$ cat src/rtl/rmii_rx_framer.sv
// RMII receive framer: strips preamble/SFD, packs LSB-first dibits into bytes,
// and marks frame boundaries with sof/eof plus an err qualifier for bad frames.
module rmii_rx_framer #(
  parameter int unsigned PREAMBLE_MIN = 8,
  parameter int unsigned MAX_BYTES    = 1522
) (
  input  logic        clk,
  input  logic        rstn,
  input  logic        crsdv,
  input  logic [1:0]  rxd,
  output logic [7:0]  data,
  output logic        valid,
  output logic        sof,
  output logic        eof,
  output logic        err,
  output logic [10:0] byte_count
);

  typedef enum logic [1:0] {S_IDLE, S_PREAMBLE, S_DATA, S_DROP} state_t;

  state_t      r_state, w_state_nxt;
  logic [4:0]  r_pre_cnt, w_pre_cnt_nxt;
  logic [1:0]  r_idx, w_idx_nxt;
  logic [5:0]  r_shift, w_shift_nxt;
  logic        r_crsdv_prev;
  logic        r_first, w_first_nxt;
  logic [7:0]  w_data_nxt;
  logic        w_valid_nxt, w_sof_nxt, w_eof_nxt, w_err_nxt;
  logic [10:0] w_count_nxt;
  logic        w_end;

  assign w_end = !crsdv && !r_crsdv_prev;

  always_ff @(posedge clk or negedge rstn) begin
    if (!rstn) begin
      r_state      <= S_IDLE;
      r_pre_cnt    <= '0;
      r_idx        <= '0;
      r_shift      <= '0;
      r_crsdv_prev <= 1'b0;
      r_first      <= 1'b0;
      data         <= '0;
      valid        <= 1'b0;
      sof          <= 1'b0;
      eof          <= 1'b0;
      err          <= 1'b0;
      byte_count   <= '0;
    end else begin
      r_state      <= w_state_nxt;
      r_pre_cnt    <= w_pre_cnt_nxt;
      r_idx        <= w_idx_nxt;
      r_shift      <= w_shift_nxt;
      r_crsdv_prev <= crsdv;
      r_first      <= w_first_nxt;
      data         <= w_data_nxt;
      valid        <= w_valid_nxt;
      sof          <= w_sof_nxt;
      eof          <= w_eof_nxt;
      err          <= w_err_nxt;
      byte_count   <= w_count_nxt;
    end
  end

  always_comb begin
    w_state_nxt   = r_state;
    w_pre_cnt_nxt = r_pre_cnt;
    w_idx_nxt     = r_idx;
    w_shift_nxt   = r_shift;
    w_first_nxt   = r_first;
    w_data_nxt    = data;
    w_valid_nxt   = 1'b0;
    w_sof_nxt     = 1'b0;
    w_eof_nxt     = 1'b0;
    w_err_nxt     = 1'b0;
    w_count_nxt   = byte_count;

    unique case (r_state)
      S_IDLE: begin
        if (crsdv) begin
          if (rxd == 2'b01) begin
            w_pre_cnt_nxt = 5'd1;
            w_state_nxt   = S_PREAMBLE;
          end else begin
            w_state_nxt   = S_DROP;
          end
        end
      end

      S_PREAMBLE: begin
        if (crsdv) begin
          if (rxd == 2'b01) begin
            if (r_pre_cnt != 5'd31) w_pre_cnt_nxt = r_pre_cnt + 5'd1;
          end else if (rxd == 2'b11 && 32'(r_pre_cnt) >= PREAMBLE_MIN) begin
            w_idx_nxt   = '0;
            w_first_nxt = 1'b1;
            w_state_nxt = S_DATA;
          end else begin
            w_state_nxt = S_DROP;
          end
        end else if (w_end) begin
          w_state_nxt = S_IDLE;
        end
      end

      S_DATA: begin
        // byte_count still holds the previous frame until the first byte lands,
        // so the oversize check is gated by r_first.
        if (crsdv) begin
          if (!r_first && byte_count == 11'(MAX_BYTES)) begin
            w_eof_nxt   = 1'b1;
            w_err_nxt   = 1'b1;
            w_state_nxt = S_DROP;
          end else if (r_idx == 2'd3) begin
            w_data_nxt  = {rxd, r_shift};
            w_valid_nxt = 1'b1;
            w_sof_nxt   = r_first;
            w_count_nxt = r_first ? 11'd1 : byte_count + 11'd1;
            w_first_nxt = 1'b0;
            w_idx_nxt   = '0;
          end else begin
            w_shift_nxt = {rxd, r_shift[5:2]};
            w_idx_nxt   = r_idx + 2'd1;
          end
        end else if (w_end) begin
          w_eof_nxt   = 1'b1;
          w_err_nxt   = (r_idx != 2'd0) || r_first;
          w_state_nxt = S_IDLE;
        end
      end

      S_DROP: begin
        if (w_end) w_state_nxt = S_IDLE;
      end

      default: w_state_nxt = S_IDLE;
    endcase
  end

endmodule

$ cat config.mk
export PLATFORM = sky130hd
export DESIGN_NAME = rmii_rx_framer
export DESIGN_NICKNAME = d
export VERILOG_FILES = /design/src/rtl/rmii_rx_framer.sv
export SDC_FILE = /design/constraint.sdc
export NUM_CORES = 1
export LEC_CHECK = 0
export CAP_MARGIN = 20
export CELL_PAD_IN_SITES_DETAIL_PLACEMENT = 2
export CELL_PAD_IN_SITES_GLOBAL_PLACEMENT = 2
export CORE_MARGIN = 8
export CORE_UTILIZATION = 34
export DETAILED_ROUTE_END_ITERATION = 8
export PLACE_DENSITY_LB_ADDON = 0.1
export SLEW_MARGIN = 20
export SYNTH_ARGS = -nofsm -noshare
export SYNTH_HDL_FRONTEND = slang
export SYNTH_SLANG_ARGS = --single-unit
$ cat constraint.sdc
create_clock -name clk -period 2.4 [get_ports clk]
set_clock_uncertainty 0.15 [all_clocks]
set_input_delay 0.72 -clock clk [delete_from_list [all_inputs] [get_ports clk]]
set_output_delay 0.72 -clock clk [all_outputs]
set_load 0.01 [all_outputs]
[Word-level counts from Yosys, hierarchy flattened]
Cells that the tools add are included.
Word-level totals
  register bits after elaboration: 40
Operators by class
  add/sub/neg operators: 3
  magnitude comparators: 1
  equality and inequality tests: 20
  mux-type cells: 45
  bitwise logic cells: 2
  reduce and logical (&&, ||, !) cells: 17
Operator list (count)
  $mux 2: 13
  $mux 5: 5
  $mux 1: 22
  $ne 2x2->1 const B: 10
  $reduce_and 6->1: 2
  $add 11x1->11 const B: 1
  $eq 11x11->1 const B: 1
  $mux 11: 1
  $pmux 5 s2: 1
  $eq 2x2->1 const B: 4
  $pmux 2 s4: 1
  $reduce_and 4->1: 2
  $reduce_and 7->1: 1
  $ne 3x3->1 const B: 2
  $reduce_bool 2->1: 3
  $add 5x1->5 const B: 1
  $ge 5x4->1 const B: 1
  $ne 5x5->1 const B: 1
  $eq 2x1->1 const B: 2
  $pmux 2 s2: 1
  $logic_and 1x1->1: 3
  $logic_not 1->1: 3
  $reduce_and 3->1: 1
  $add 2x1->2 const B: 1
  other kinds (4): 5

[Depth between registers and ports, before layout]
  depth after elaboration: 6
  mapped depth: 8
  mapped depth without buffers: 7

[Worst setup path before layout]
Ideal clock, no wire load.
  path kind: reg2reg
  from: register byte_count[0]
  to: register r_shift[0]
  library setup time: 0.125 ns
  arrival time: 1.938 ns
  data required time: 2.125 ns
  setup slack: 0.187 ns
  cell stages (with the launch flop): 9
  path buffers: 2
  clock period less this slack: 2.213 ns
  cell sequence: dfrtp_1 > inv_1 > ha_1 > and4b_1 > and3_1 > buf_6 > or3_1 > buf_6 > mux2_4
On the way
  word-level cells in the longest chain between the ends: 4
RTL lines
  start, declared: line 16  | output logic [10:0] byte_count
  start signal, assigned: line 60  | byte_count <= w_count_nxt;
  $eq 11x11->1: line 109  | if (!r_first && byte_count == 11'(MAX_BYTES)) begin
  $logic_and 1x1->1: line 109
  $not 1->1 (no line)
  $reduce_and 4->1 (no line)
  end signal, assigned: line 52  | r_shift <= w_shift_nxt;
  end, declared: line 24  | logic [5:0] r_shift, w_shift_nxt;
Every way passes these cells.
A chain may end at the register's enable or synchronous reset.

[Worst setup path after layout]
  from: register byte_count[4]
  to: output byte_count[4]
No word-level cell between the ends.

==> impl_metrics.py <==
metrics = {
    "clock_network": {
        "cts_inserted_buffers": 5,
        "cts_max_level": 2,
        "ctsResizeCount": 0,
        "clk_pin_slew_worst_paths_ns": 0.08,
        "clockRootBuffer": "clkbuf_8",
        "cts_max_path_buffers": 2,
        "cts_tree": "built",
        "cts_sinks": 40,
        "cts_setup_buffers": 0,
        "clkLatencyLatePin_ns": 0.30,
        "hold_buffers": 0,
    },
    "power_and_ir_drop": {
        "total_power_mw": 2.25,
        "leakage_nw": 1.16,
        "vdd_ir_drop_max_v": 0.000432,
        "power_density_mw_per_mm2": 886,
    },
    "setup_path": {
        "cp_cell_sequence": "clkdlybuf4s50_1",
        "endpoint_kind": "output pin",
        "crit_fanout": 9,
        "arrival_ns": 1.39,
        "slowest_delay_ns": 0.59,
        "cpLargestDelayFamily": "buffers and inverters",
        "required_ns": 1.53,
        "start_kind": "flip-flop",
        "cp_num_buf_inv": 1,
        "path_class": "reg -> out",
        "critPathSlowestCell": "clkdlybuf4s50_1",
    },
    "status": {
        "status": "finished clean",
    },
    "placed_design": {
        "place.gp.congestion": 0.755,
        "dp_hpwl_um": 3970,
        "portBuffers": 27,
        "dp_cells": 302,
    },
    "timing": {
        "rsz0062_at_grt": "false",
        "tightest_slew_ns": 0.450,
        "timing.fmax_ghz": 0.443,
        "hold_viol": 0,
        "max_slew_margin_pct": 69.9,
        "post-route-period-util_pct": 94.0,
        "final-max-slew-violation-count": 0,
        "fin_crit_ns": 2.26,
        "setup_viol": 0,
    },
    "cells_and_area": {
        "instances_no_fill": 310,
        "drive_gt1_share_pct": 17.4,
        "fillers": 621,
        "nNetsFinal": 246,
        "syn_to_final_growth_pct": 27.4,
        "antenna_cells": 0,
    },
    "routing": {
        "route.final.wire_length_um": 5350,
        "drc": 0,
        "via_per_inst": 5.27,
        "final_antenna_net_count": 0,
        "vias": 1634,
        "drtIter0Drc": 35,
        "drt_pass1_iterations": 3,
        "wl_per_cell_um": 17.3,
    },
    "global_route": {
        "grt_pass1_wl_um": 9360,
        "grt_start_max_net_pins": 41,
        "grt_use_total_pct": 13.7,
        "antenna_found_initial": 0,
        "grt_overflow": 0,
        "grt_pass1_vias": 1809,
    },
    "synth": {
        "synth_most_common_cell": "dfrtp_1",
        "synth_cells": 191,
        "synth_edf_count": 0,
        "syn_avg_cell_area_um2": 10.4,
        "ys_top_cells_by_area": "dfrtp_1 50%, mux2_2 4.5%, mux2_4 4.5%, ha_1 4.4%, o21ai_0 3.5%",
        "syn_nets": 203,
        "synth_top_area_share_pct": 50.3,
        "ys_seq_elements": 40,
        "synth_area_mm2": 0.00199,
        "yosysWarnings": 0,
        "synth_cell_type_count": 38,
        "synthFlopType": "dfrtp_1",
        "synth-seq-area-share_pct": 50.3,
        "yosysTopAreaCell": "dfrtp_1",
        "synthTopCellsByCount": "40 x dfrtp_1, 18 x nand2_1, 14 x o21ai_0",
        "synthArstFlopShare_pct": 100,
    },
    "floorplanning": {
        "ioPinCount": 28,
        "start_util_pct": 34.4,
        "fp.coreArea_mm2": 0.00578,
        "die_area_mm2": 0.00856,
        "rows": 28,
        "chipWidth_um": 92.5,
        "dieHeight_um": 92.5,
    },
    "flow_run": {
        "cap_violations": 0,
    },
    "worst_hold_path": {
        "hp-class": "in -> async",
    },
}
[where the power goes]
part           total [mW]  internal, mW  switching (mW)
combinational       0.757         0.429           0.328
sequential           1.01         0.855           0.151
clock               0.483         0.233           0.250
total                2.25          1.52           0.729
[layer usage]
layer,track usage [%],routed length (µm),vias up
met2,24.9,2900,20
met3,3.40,205,9
met4,4.83,90,0
met5,0,0,-
li1,-,-,765
met1,15.0,2160,840
[layout make-up]
cell class	instances	area, µm²	area share [%]
Clock buffer	6	82.6	3.26
Clock inverter	2	15.0	0.592
Inverter	11	41.3	1.63
Multi-Input combinational cell	131	890	35.1
Sequential cell	40	1000	39.5
Tap cell	75	93.8	3.70
Timing Repair Buffer	45	413	16.3
[cells by family (layout without fill, tap and decap cells)]
logic type,after synthesis,count (layout),share of synthesized area (%)
simple gates,73,73,19.5
flops,40,40,50.3
compound gates,35,35,10.7
buf+inv,20,64,5.03
mux,16,16,10.1
fa+ha+maj,7,7,4.40
[worst paths after layout]
| kind | start | end | slack, ns | cells after the start |
|---|---|---|---|---|
| worst max-delay path | byte_count[4]$_DFFE_PN0P_ | byte_count[4] | 0.14 | 1 |
| worst min-delay path | rstn | r_shift[0]$_DFFE_PN0P_ | 0.23 | 2 |
| worst max register to register | byte_count[0]$_DFFE_PN0P_ | r_shift[4]$_DFFE_PN0P_ | 0.23 | 6 |
| worst min register to register | data[4]$_DFFE_PN0P_ | data[4]$_DFFE_PN0P_ | 0.37 | 1 |
| max in group asynchronous | rstn | eof$_DFF_PN0_ | 1.66 | 2 |
| min in group clk | data[4]$_DFFE_PN0P_ | data[4]$_DFFE_PN0P_ | 0.37 | 1 |
[flip-flops by register name, indices dropped and copies added, names as in the netlist]
name	count
r_first	1
eof	1
byte_count	11
sof	1
r_shift	6
r_idx	2
r_state	2
valid	1
err	1
r_pre_cnt	5
data	8
r_crsdv_prev	1
[cells in the final DEF (no fill, tap or decap), types with 2 or more instances in the layout]
cell | netlist | layout
mux2_2 | 8 | 8
clkbuf_8 | 0 | 6
nand2_1 | 18 | 18
nand3b_1 | 3 | 3
nor3b_1 | 2 | 2
clkdlybuf4s50_1 | 0 | 26
o21ai_0 | 14 | 14
nand3_1 | 10 | 10
nor3_1 | 5 | 5
buf_4 | 0 | 17
nor2_1 | 13 | 13
nand4_1 | 2 | 2
a22o_1 | 2 | 2
mux2i_1 | 2 | 2
nand4b_1 | 4 | 4
or4_1 | 2 | 2
mux2_4 | 6 | 6
clkinvlp_4 | 0 | 2
inv_1 | 11 | 11
and3_1 | 5 | 5
nand2b_1 | 2 | 2
dfrtp_1 | 40 | 40
a21oi_1 | 10 | 10
ha_1 | 7 | 7
or3_1 | 2 | 2
[stage by stage]
| step | utilization, % | hold WS, ns | instance area, µm² | setup TNS [ns] | worst slack [ns] |
|---|---|---|---|---|---|
| floorplan | - | 0.274 | 1990 | 0 | 0.187 |
| global placement | 42.2 | 0.344 | 2440 | -1.51 | -0.105 |
| finish | 43.9 | 0.234 | 2540 | 0 | 0.144 |
| detailed placement | 42.2 | 0.354 | 2440 | -2.41 | -0.136 |
| global route | 43.9 | 0.233 | 2540 | 0 | 0.0749 |
| CTS | 43.9 | 0.230 | 2540 | 0 | 0.111 |
No activity file was read; power rests on OpenSTA's default activity.
